## config.mk

```make
export PLATFORM = sky130hd
export DESIGN_NAME = svc_axil_uart_initiator
export DESIGN_NICKNAME = d
export VERILOG_FILES = /design/src/rtl/svc_uart_bridge_pkg.sv /design/src/rtl/svc_axil_uart_initiator.sv
export SDC_FILE = /design/constraint.sdc
export NUM_CORES = 1
export LEC_CHECK = 0
export ABC_CLOCK_PERIOD_IN_PS = 2550
export BUFFER_PORTS_ARGS = -buffer_cell sky130_fd_sc_hd__clkbuf_2
export CORE_MARGIN = 5
export CORE_UTILIZATION = 30
export DETAILED_ROUTE_END_ITERATION = 6
export GPL_TIMING_DRIVEN = 0
export MAX_ROUTING_LAYER = met4
export SLEW_MARGIN = 20
export SYNTH_ARGS = -nofsm -noshare
export SYNTH_HDL_FRONTEND = slang
export SYNTH_SLANG_ARGS = --single-unit
```

## constraint.sdc

```tcl
create_clock -name clk -period 2.55 [get_ports clk]
set_input_delay 0.51 -clock clk [delete_from_list [all_inputs] [get_ports clk]]
set_output_delay 0.51 -clock clk [all_outputs]
set_load 0.02 [all_outputs]
```

## src/rtl/svc_uart_bridge_pkg.sv

```systemverilog
// Wire-protocol constants shared by the AXI-Lite-to-UART initiator and the
// UART-to-AXI-Lite bridge at the remote end, plus the initiator state type.
package svc_uart_bridge_pkg;

    localparam logic [15:0] CMD_MAGIC    = 16'hF0B0;
    localparam logic [7:0]  OP_READ      = 8'h00;
    localparam logic [7:0]  OP_WRITE     = 8'h01;
    localparam logic [7:0]  RESP_MAGIC   = 8'hAB;
    localparam logic [1:0]  RESP_OKAY    = 2'b00;
    localparam logic [1:0]  RESP_SLVERR  = 2'b10;

    // Index of the final command byte: magic(2) + op(1) + addr(4) [+ data(4)]
    localparam logic [3:0]  CMD_LAST_RD  = 4'd6;
    localparam logic [3:0]  CMD_LAST_WR  = 4'd10;

    typedef enum logic [2:0] {
        IDLE     = 3'd0,
        TX_CMD   = 3'd1,
        RX_MAGIC = 3'd2,
        RX_RESP  = 3'd3,
        RX_DATA  = 3'd4,
        AXI_RESP = 3'd5
    } init_state_e;

endpackage

```

## src/rtl/svc_axil_uart_initiator.sv

```systemverilog
// AXI-Lite subordinate that tunnels each transaction, one at a time, over a
// byte stream to a remote UART/AXI-Lite bridge and returns its response.
module svc_axil_uart_initiator
    import svc_uart_bridge_pkg::*;
#(
    parameter int AXIL_ADDR_WIDTH = 32,
    parameter int AXIL_DATA_WIDTH = 32,
    parameter int AXIL_STRB_WIDTH = AXIL_DATA_WIDTH / 8,
    parameter int TIMEOUT_CYCLES  = 0
) (
    input  logic                       clk,
    input  logic                       rst_n,
    input  logic [AXIL_ADDR_WIDTH-1:0] s_axil_awaddr,
    input  logic                       s_axil_awvalid,
    output logic                       s_axil_awready,
    input  logic [AXIL_DATA_WIDTH-1:0] s_axil_wdata,
    input  logic [AXIL_STRB_WIDTH-1:0] s_axil_wstrb,
    input  logic                       s_axil_wvalid,
    output logic                       s_axil_wready,
    output logic [1:0]                 s_axil_bresp,
    output logic                       s_axil_bvalid,
    input  logic                       s_axil_bready,
    input  logic [AXIL_ADDR_WIDTH-1:0] s_axil_araddr,
    input  logic                       s_axil_arvalid,
    output logic                       s_axil_arready,
    output logic [AXIL_DATA_WIDTH-1:0] s_axil_rdata,
    output logic [1:0]                 s_axil_rresp,
    output logic                       s_axil_rvalid,
    input  logic                       s_axil_rready,
    output logic                       utx_valid,
    output logic [7:0]                 utx_data,
    input  logic                       utx_ready,
    input  logic                       urx_valid,
    input  logic [7:0]                 urx_data,
    output logic                       urx_ready
);

    localparam logic [31:0] TO_LAST = (TIMEOUT_CYCLES > 0) ? 32'(TIMEOUT_CYCLES - 1) : 32'd0;

    init_state_e r_state, w_state_nxt;
    logic        r_is_write;
    logic [79:0] r_shift;
    logic [3:0]  r_cnt, r_last;
    logic        r_utx_valid;
    logic [7:0]  r_utx_data;
    logic [1:0]  r_byte_idx;
    logic        r_bvalid, r_rvalid;
    logic [1:0]  r_bresp, r_rresp;
    logic [31:0] r_rdata;
    logic [31:0] r_timer;

    logic w_wr_req, w_strb_ok, w_idle, w_rx_state, w_urx_ready;
    logic w_utx_hs, w_urx_hs, w_b_hs, w_r_hs, w_timeout;
    logic [31:0] w_awaddr, w_araddr, w_wdata;

    assign w_awaddr    = 32'(s_axil_awaddr);
    assign w_araddr    = 32'(s_axil_araddr);
    assign w_wdata     = 32'(s_axil_wdata);
    assign w_wr_req    = s_axil_awvalid && s_axil_wvalid;
    assign w_strb_ok   = &s_axil_wstrb;
    assign w_idle      = rst_n && (r_state == IDLE);
    assign w_rx_state  = r_state inside {RX_MAGIC, RX_RESP, RX_DATA};
    assign w_urx_ready = !rst_n || (r_state inside {IDLE, RX_MAGIC, RX_RESP, RX_DATA});
    assign w_utx_hs    = r_utx_valid && utx_ready;
    assign w_urx_hs    = urx_valid && w_urx_ready;
    assign w_b_hs      = r_bvalid && s_axil_bready;
    assign w_r_hs      = r_rvalid && s_axil_rready;
    assign w_timeout   = (TIMEOUT_CYCLES > 0) && w_rx_state && (r_timer == TO_LAST);

    assign s_axil_awready = w_idle && w_wr_req;
    assign s_axil_wready  = w_idle && w_wr_req;
    assign s_axil_arready = w_idle && s_axil_arvalid && !w_wr_req;
    assign s_axil_bvalid  = r_bvalid;
    assign s_axil_bresp   = r_bresp;
    assign s_axil_rvalid  = r_rvalid;
    assign s_axil_rresp   = r_rresp;
    assign s_axil_rdata   = AXIL_DATA_WIDTH'(r_rdata);
    assign utx_valid      = r_utx_valid;
    assign utx_data       = r_utx_data;
    assign urx_ready      = w_urx_ready;

    // State register
    always_ff @(posedge clk) begin
        if (!rst_n) r_state <= IDLE;
        else        r_state <= w_state_nxt;
    end

    // Next-state logic; a received byte takes priority over a same-cycle timeout
    always_comb begin
        w_state_nxt = r_state;
        case (r_state)
            IDLE: begin
                if (w_wr_req)            w_state_nxt = w_strb_ok ? TX_CMD : AXI_RESP;
                else if (s_axil_arvalid) w_state_nxt = TX_CMD;
                else                     w_state_nxt = IDLE;
            end
            TX_CMD: begin
                if (w_utx_hs && (r_cnt == r_last)) w_state_nxt = RX_MAGIC;
                else                               w_state_nxt = TX_CMD;
            end
            RX_MAGIC: begin
                if (w_urx_hs)       w_state_nxt = (urx_data == RESP_MAGIC) ? RX_RESP : RX_MAGIC;
                else if (w_timeout) w_state_nxt = AXI_RESP;
                else                w_state_nxt = RX_MAGIC;
            end
            RX_RESP: begin
                if (w_urx_hs)       w_state_nxt = r_is_write ? AXI_RESP : RX_DATA;
                else if (w_timeout) w_state_nxt = AXI_RESP;
                else                w_state_nxt = RX_RESP;
            end
            RX_DATA: begin
                if (w_urx_hs)       w_state_nxt = (r_byte_idx == 2'd3) ? AXI_RESP : RX_DATA;
                else if (w_timeout) w_state_nxt = AXI_RESP;
                else                w_state_nxt = RX_DATA;
            end
            AXI_RESP: begin
                if (w_b_hs || w_r_hs) w_state_nxt = IDLE;
                else                  w_state_nxt = AXI_RESP;
            end
            default: w_state_nxt = IDLE;
        endcase
    end

    // Command shifter, response capture, AXI response registers and timeout counter
    always_ff @(posedge clk) begin
        if (!rst_n) begin
            r_is_write  <= 1'b0;
            r_shift     <= 80'h0;
            r_cnt       <= 4'd0;
            r_last      <= 4'd0;
            r_utx_valid <= 1'b0;
            r_utx_data  <= 8'h00;
            r_byte_idx  <= 2'd0;
            r_bvalid    <= 1'b0;
            r_rvalid    <= 1'b0;
            r_bresp     <= 2'b00;
            r_rresp     <= 2'b00;
            r_rdata     <= 32'h0;
            r_timer     <= 32'h0;
        end else begin
            if (((r_state == TX_CMD) && (w_state_nxt == RX_MAGIC)) || w_urx_hs) begin
                r_timer <= 32'h0;
            end else if (w_rx_state) begin
                r_timer <= r_timer + 32'd1;
            end else begin
                r_timer <= r_timer;
            end

            if (w_rx_state && !w_urx_hs && w_timeout) begin
                if (r_is_write) begin
                    r_bvalid <= 1'b1;
                    r_bresp  <= RESP_SLVERR;
                end else begin
                    r_rvalid <= 1'b1;
                    r_rresp  <= RESP_SLVERR;
                    r_rdata  <= 32'h0;
                end
            end

            case (r_state)
                IDLE: begin
                    if (w_wr_req) begin
                        r_is_write <= 1'b1;
                        if (w_strb_ok) begin
                            r_utx_valid <= 1'b1;
                            r_utx_data  <= CMD_MAGIC[7:0];
                            r_shift     <= {w_wdata, w_awaddr, OP_WRITE, CMD_MAGIC[15:8]};
                            r_cnt       <= 4'd0;
                            r_last      <= CMD_LAST_WR;
                        end else begin
                            r_bvalid <= 1'b1;
                            r_bresp  <= RESP_SLVERR;
                        end
                    end else if (s_axil_arvalid) begin
                        r_is_write  <= 1'b0;
                        r_utx_valid <= 1'b1;
                        r_utx_data  <= CMD_MAGIC[7:0];
                        r_shift     <= {32'h0, w_araddr, OP_READ, CMD_MAGIC[15:8]};
                        r_cnt       <= 4'd0;
                        r_last      <= CMD_LAST_RD;
                    end
                end
                TX_CMD: begin
                    if (w_utx_hs) begin
                        if (r_cnt == r_last) begin
                            r_utx_valid <= 1'b0;
                        end else begin
                            r_utx_data <= r_shift[7:0];
                            r_shift    <= {8'h00, r_shift[79:8]};
                            r_cnt      <= r_cnt + 4'd1;
                        end
                    end
                end
                RX_RESP: begin
                    if (w_urx_hs) begin
                        r_byte_idx <= 2'd0;
                        if (r_is_write) begin
                            r_bvalid <= 1'b1;
                            r_bresp  <= urx_data[1:0];
                        end else begin
                            r_rresp <= urx_data[1:0];
                        end
                    end
                end
                RX_DATA: begin
                    if (w_urx_hs) begin
                        r_rdata[{r_byte_idx, 3'b000} +: 8] <= urx_data;
                        r_byte_idx <= r_byte_idx + 2'd1;
                        if (r_byte_idx == 2'd3) r_rvalid <= 1'b1;
                    end
                end
                AXI_RESP: begin
                    if (w_b_hs) r_bvalid <= 1'b0;
                    if (w_r_hs) r_rvalid <= 1'b0;
                end
                default: begin
                    r_utx_valid <= r_utx_valid;
                end
            endcase
        end
    end

endmodule
```

==> flow_summary_export.csv, run 1 <==
group,metric,value,unit
timing,worst-slew-pin-transition,1.141,ns
timing,slew_headroom,0.2334,
clock_tree,cts_setup_buffers,0,
synthesis,yosys.area.top_type_share,0.3993,
floorplan,die-area,26560,µm²
power,p_leak,3.826,nW
placed_design,dp.cells,1344,
grt,antenna_found_initial,0,
timing,clock_skew,0.01435,ns
synthesis,synthArstFlopShare,0,
power,pwr_density_cell,829.6,nW/µm²
clock_tree,cts.path.max_buffers,2,
worst_setup_path,cp_common_cell,"clkbuf_2",
synthesis,avgSynthCellArea,8.181,µm²
min_path,hold_depth,3,
clock_tree,clk_pin_slew_worst_paths,0.07,ns
final_layout,diodes,0,
synthesis,ys_ff_latch,140,
synthesis,synth_area_leaders,"dfxtp_1 (40%), mux2i_1 (13%), nand2_1 (12%), nand3_1 (5.6%), a311o_1 (4.7%)",
route,drt_iter0_markers,274,
route,wl,22020,µm
worst_setup_path,required,2.04,ns
power,p_clk_frac,0.372,
min_path,min_path_type,"input pin to flip-flop",
worst_setup_path,crit_chain,"clkbuf_2 -> inv_1 -> clkbuf_2 -> buf_2 -> nor3_2 -> buf_4 -> clkbuf_2",
min_path,min_from,"s_axil_wdata[25]",
worst_setup_path,startpoint,"rst_n",
placed_design,place_congestion,0.8458,
floorplan,die_x,163.0,µm
synthesis,netlist-cell-type-count,50,
timing,period_share,0.9668,
placed_design,dpl_cell_area,8254,µm²
floorplan,die_h,163.0,µm
worst_setup_path,ff2ff_setup_slack,0.16,ns
clock_tree,cts_buffers,17,
worst_setup_path,cpPeakStageDelay,0.34,ns
timing,maxSlewViolCount,0,
worst_setup_path,reg2reg_to,"s_axil_rdata[9]$_SDFFE_PN0P_",
placed_design,port_buffers,167,
grt,grt_usage,0.1699,
floorplan,core,23260,µm²
timing,hold_viol_final,0,
route,drc,0,
clock_tree,clock-sinks,140,
power,combPwrFrac,0.277,
final_layout,stdcell_count,1373,
route,vias,6634,
worst_setup_path,crit_path_end_kind,"primary output",
grt,grt_pass1_vias,6642,
clock_tree,h-tree-depth,4,
synthesis,synth_largest_area_cell,"dfxtp_1",
timing,finalSetupViolations,0,
worst_setup_path,critPathMaxFanout,19,
job,maxCapViolations,0,
floorplan,rows,56,
worst_setup_path,critPathKind,"input pin to primary output",
worst_setup_path,slowest_stage,"clkbuf_2",
floorplan,initial_core_util,0.3017,
power,p_int,5.079,mW
timing,fmax,0.4056,GHz
final_layout,drive_above_1_share,0.2163,
placed_design,dpl.hpwl,16660,µm
synthesis,synth_edf_count,0,
worst_setup_path,worstSetupStartpointType,"input pin",
worst_setup_path,r2r_start,"r_byte_idx[0]$_SDFFE_PN0P_",
min_path,min_to,"r_shift[73]$_SDFFE_PN0P_",
floorplan,io_pins,168,
final_layout,n_fill_cell,2519,
power,switching_share,0.3132,
clock_tree,clock_latency,0.43,ns
power,ir_drop,0.0003560,V
power,sequentialPowerShare,0.351,
synthesis,synthesis.area,7019,µm²
final_layout,nets,1164,
route,wl_per_cell,16.04,µm
timing,timing.hold.ws,0.3156,ns
route,via_per_inst,4.832,
synthesis,seq_area_frac_synth,0.3993,
grt,grt_pass1_wl,34870,µm
clock_tree,tritoncts,"built",
final_layout,syn2layout_area_growth,26.99,%
worst_setup_path,crit_arrival,1.96,ns
synthesis,synth-warning-count,0,
run_status,status,"finished, final reports clean",
route,final_antenna_net_count,0,
final_layout,multiInputGateArea,3746,µm²
grt,grt_overflow_total,0,
final_layout,seq_area,2804,µm²
final_layout,final_common_cell,"nand2_1",
power,power.total,7.395,mW
synthesis,synth-main-ff-cell,"dfxtp_1",
route,drt_pass1_iterations,5,
clock_tree,hold_buffers,0,
clock_tree,clockRootBuffer,"clkbuf_16",
grt,grt_start_max_net_pins,20,
final_layout,finalInstanceArea,8914,µm²
synthesis,synthCells,858,
final_layout,most-common-layout-cells,"nand2_1 (233), clkbuf_2 (172), dfxtp_1 (139)",
timing,rsz0062_at_grt,"yes",
timing,fin_crit,2.465,ns
synthesis,syn_nets,981,
worst_setup_path,reg2regPathDepth,6,
power,p_switching,2.316,mW
synthesized netlist by cell type (2+ instances only):
cell	n
a21boi_0	2
and2_1	8
buf_2	2
nor2_1	44
nand2_1	233
a21o_1	24
nor3_1	11
o21ai_0	14
ha_1	6
inv_1	7
a311o_1	33
dfxtp_1	140
buf_1	2
nand4_1	4
a31oi_1	2
xor2_1	3
clkbuf_1	58
a22o_1	2
nand3_1	78
o21a_1	3
or3_1	2
mux2i_1	90
mux2_2	2
buf_12	10
nor3b_1	3
nand3b_1	3
a21oi_1	49
worst max-delay path: cells and delay by family:
kind	cells	cell delay [ns]
buffers and inverters	6	1.16
and+or+nand+nor	1	0.27
per-stage QoR:
step	util	setup slack [ns]	setup TNS (ns)
6_report	0.3832	0.08457	0
5_1_grt	0.3832	-0.1227	-1.538
2_1_floorplan	-	0.08477	0
3_5_place_dp	0.3548	-0.8168	-3.026
3_3_place_gp	0.3548	-0.7760	-2.529
4_1_cts	0.3829	0.003427	0
power by group through the flow:
stage / registers [mW] / logic (mW) / clock network [mW]
after detailed placement: 2.63 / 2.06 / 0
after CTS: 2.59 / 2.06 / 2.81
after global placement: 2.63 / 2.06 / 0
after floorplan: 2.63 / 1.52 / 0
after global routing: 2.62 / 2.22 / 2.90
final: 2.60 / 2.05 / 2.75
flip-flops by register name, summed over array words and instances, names as in the netlist, 2 cells and up:
signal / count
r_byte_idx: 2
r_cnt: 4
r_last: 3
r_shift: 80
r_state: 3
s_axil_bresp: 2
s_axil_rdata: 32
s_axil_rresp: 2
utx_data: 8
cell type report:
cell class / count / area share
Timing Repair Buffer: 167 / 0.09377
Sequential cell: 140 / 0.3146
Multi-Input combinational cell: 637 / 0.4203
Tap cell: 319 / 0.04478
Buffer: 71 / 0.05053
Clock inverter: 13 / 0.02232
Inverter: 7 / 0.002948
Clock buffer: 19 / 0.05081
layer usage:
metal,wire [µm],global-route usage
met3,1009,0.03316
met2,9886,0.2532
met4,508,0.05986
met1,10620,0.2304
met5,0,-
worst max path at each step:
stage	to	slack, ns	cells past startpoint
3_3_place_gp	s_axil_wready	-0.78	8
2_1_floorplan	s_axil_wready	0.08	6
5_1_grt	s_axil_rdata[8]$_SDFFE_PN0P_	-0.12	6
4_1_cts	s_axil_wready	0.003	5
3_5_place_dp	s_axil_wready	-0.82	8
6_report	s_axil_wready	0.08	7
cell families (layout without fill, tap and decap cells):
logic type | after synthesis | after routing | synth area share
multiplexers | 92 | 92 | 0.1316
AO/OA/AOI/OAI | 138 | 138 | 0.1403
AND/OR/NAND/NOR | 398 | 398 | 0.2460
flip-flops | 140 | 140 | 0.3993
adder cells (fa/ha/maj) | 6 | 6 | 0.01069
buffers and inverters | 81 | 277 | 0.06845
XOR/XNOR | 3 | 3 | 0.003744
repair_timing:
action                                  4_1_cts  5_1_grt
pin swaps                                     1        1
gates resized for setup                       6        4
endpoints found under the setup margin        4       27
hold endpoints to repair                      0        0
(Power assumes the default switching activity.)
==> run 2: changes to the inputs <==
--- a/config.mk
+++ b/config.mk
@@ -7,6 +7,7 @@
 export LEC_CHECK = 0
 export ABC_CLOCK_PERIOD_IN_PS = 2550
 export BUFFER_PORTS_ARGS = -buffer_cell sky130_fd_sc_hd__clkbuf_2
+export CORE_ASPECT_RATIO = 1.25
 export CORE_MARGIN = 5
 export CORE_UTILIZATION = 30
 export DETAILED_ROUTE_END_ITERATION = 6
==> flow_summary_export.csv, run 2 (same netlist as run 1, synthesis figures left out) <==
group,metric,value,unit
run_status,status,"finished, final reports clean",
clock_tree,h-tree-depth,4,
placed_design,dpl_cell_area,8215,µm²
grt,grt_usage,0.1696,
final_layout,syn2layout_area_growth,25.76,%
power,p_leak,3.802,nW
grt,grt_pass1_vias,6897,
floorplan,io_pins,168,
final_layout,n_fill_cell,2411,
grt,antenna_found_initial,1,
timing,fmax,0.4104,GHz
timing,fin_crit,2.436,ns
worst_setup_path,critPathKind,"flip-flop to primary output",
worst_setup_path,critPathMaxFanout,11,
route,vias,6629,
floorplan,die_x,146.8,µm
route,via_per_inst,4.940,
worst_setup_path,worstSetupStartpointType,"flip-flop",
final_layout,largest-register,"r_shift",
floorplan,initial_core_util,0.3047,
route,final_antenna_net_count,0,
worst_setup_path,cp.depth,4,
placed_design,port_buffers,167,
final_layout,final_util,0.3831,
placed_design,place_congestion,0.8622,
timing,finalSetupViolations,0,
final_layout,final_common_cell,"nand2_1",
clock_tree,cts.path.max_buffers,2,
route,drt_pass1_iterations,5,
final_layout,drive_above_1_share,0.2184,
grt,grt_pass1_wl,35560,µm
route,wl_per_cell,16.37,µm
clock_tree,tritoncts,"built",
clock_tree,hold_buffers,0,
clock_tree,clk_pin_slew_worst_paths,0.06,ns
grt,grt_overflow_total,0,
clock_tree,clock_latency,0.42,ns
worst_setup_path,crit_arrival,1.93,ns
worst_setup_path,crit_chain,"or3_4 -> nor3_2 -> buf_4 -> clkbuf_2",
final_layout,finalInstanceArea,8827,µm²
power,ir_drop,0.0005668,V
worst_setup_path,required,2.04,ns
clock_tree,cts_buffers,17,
timing,clock_skew,0.007764,ns
worst_setup_path,critPathBufInv,2,
timing,setup_slack,0.1136,ns
worst_setup_path,startpoint,"r_state[0]$_SDFF_PN0_",
final_layout,most-common-layout-cells,"nand2_1 (233), clkbuf_2 (173), dfxtp_1 (140)",
route,wl,21970,µm
timing,hold_viol_final,0,
floorplan,die_h,181.0,µm
worst_setup_path,reg2reg_to,"r_shift[23]$_SDFFE_PN0P_",
timing,slew_headroom,0.2690,
min_path,min_path_type,"input pin to flip-flop",
placed_design,post-place-ws,-0.6722,ns
final_layout,nets,1163,
worst_setup_path,reg2regPathDepth,6,
worst_setup_path,cpPeakStageDelay,0.47,ns
worst_setup_path,crit_path_end_kind,"primary output",
timing,worst-slew-pin-transition,1.088,ns
floorplan,die-area,26580,µm²
worst_setup_path,slowest_stage,"or3_4",
placed_design,dpl.hpwl,17040,µm
route,drt_iter0_markers,387,
worst_setup_path,ff2ff_setup_slack,0.33,ns
floorplan,core,23040,µm²
worst_setup_path,path_delay_family,"simple AND/OR/NAND/NOR gates",
worst_setup_path,r2r_start,"r_state[0]$_SDFF_PN0_",
worst_setup_path,worstSetupEndpoint,"s_axil_wready",
clock_tree,cts_setup_buffers,0,
power,pwr_density_cell,810.6,nW/µm²
clock_tree,clockRootBuffer,"clkbuf_16",
timing,period_share,0.9555,
floorplan,rows,62,
grt,grt_start_max_net_pins,20,
timing,rsz0062_at_grt,"no",
route,drc,0,
job,maxCapViolations,0,
timing,maxSlewViolCount,0,
final_layout,largest_reg_flops,80,
timing,setup_tns,0,ns
clock_tree,clock-sinks,140,
==> run 2: cell count changes in the layout (fill, tap and decap cells not counted), sizes merged <==
cell / change
clkinv: +5
inv: -3
bufinv: -2
clkinvlp: -1
diode: +1
==> run 2: tightest hold or removal path, stage by stage <==
cell,delay (ns)
clkbuf_2,0.08
nand2_1,0.05
mux2i_1,0.05
==> run 2: timing repair <==
action,CTS,global route
pin swaps,1,0
gates resized for setup,6,9
setup endpoints to repair,4,7
==> run 2: area by class of cell <==
type                    instances  area, µm²  area share
diodes                          1      2.502   0.0002835
plain buffers                  70      447.9     0.05074
clock buffers                  20      446.7     0.05060
clock inverters                12      138.9     0.01573
inverters                       7      26.28    0.002977
multi-input cells             637       3766      0.4266
flip-flops and latches        140       2803      0.3175
well taps                     288      360.3     0.04082
repair buffers                167      835.8     0.09468
==> run 2: where the power goes <==
group / internal (mW) / switching (mW)
Clock: 1.48 / 1.01
Combinational: 0.927 / 1.14
Sequential: 2.44 / 0.154
Total: 4.85 / 2.31
==> run 2: per-stage QoR <==
stage,hold slack [ns],power (mW),cells
3_5_place_dp,0.4437,4.719,1313
6_report,0.3113,7.155,1342
4_1_cts,0.2903,7.211,1342
2_1_floorplan,0.4349,4.149,858
5_1_grt,0.3126,7.468,1342
3_3_place_gp,0.4402,4.698,1313
==> run 2: how the worst min path moves through the flow <==
stage | from | end | slack [ns] | cells after the start
after floorplan | r_shift[12]$_SDFFE_PN0P_ | r_shift[12]$_SDFFE_PN0P_ | 0.43 | 2
after global placement | s_axil_rdata[20]$_SDFFE_PN0P_ | s_axil_rdata[20]$_SDFFE_PN0P_ | 0.44 | 2
after detailed placement | s_axil_rdata[16]$_SDFFE_PN0P_ | s_axil_rdata[16]$_SDFFE_PN0P_ | 0.44 | 2
after CTS | s_axil_wdata[30] | r_shift[78]$_SDFFE_PN0P_ | 0.29 | 3
after global routing | s_axil_wdata[27] | r_shift[75]$_SDFFE_PN0P_ | 0.31 | 3
final | s_axil_wdata[25] | r_shift[73]$_SDFFE_PN0P_ | 0.31 | 3
==> run 2: per-layer routing <==
layer  vias to the layer above  wire length, µm  track usage
met2                       221            10400       0.2759
li1                       3333                -            -
met4                         0              507      0.06288
met3                        29             1448      0.03810
met1                      3046             9615       0.2053
met5                         -                0            -
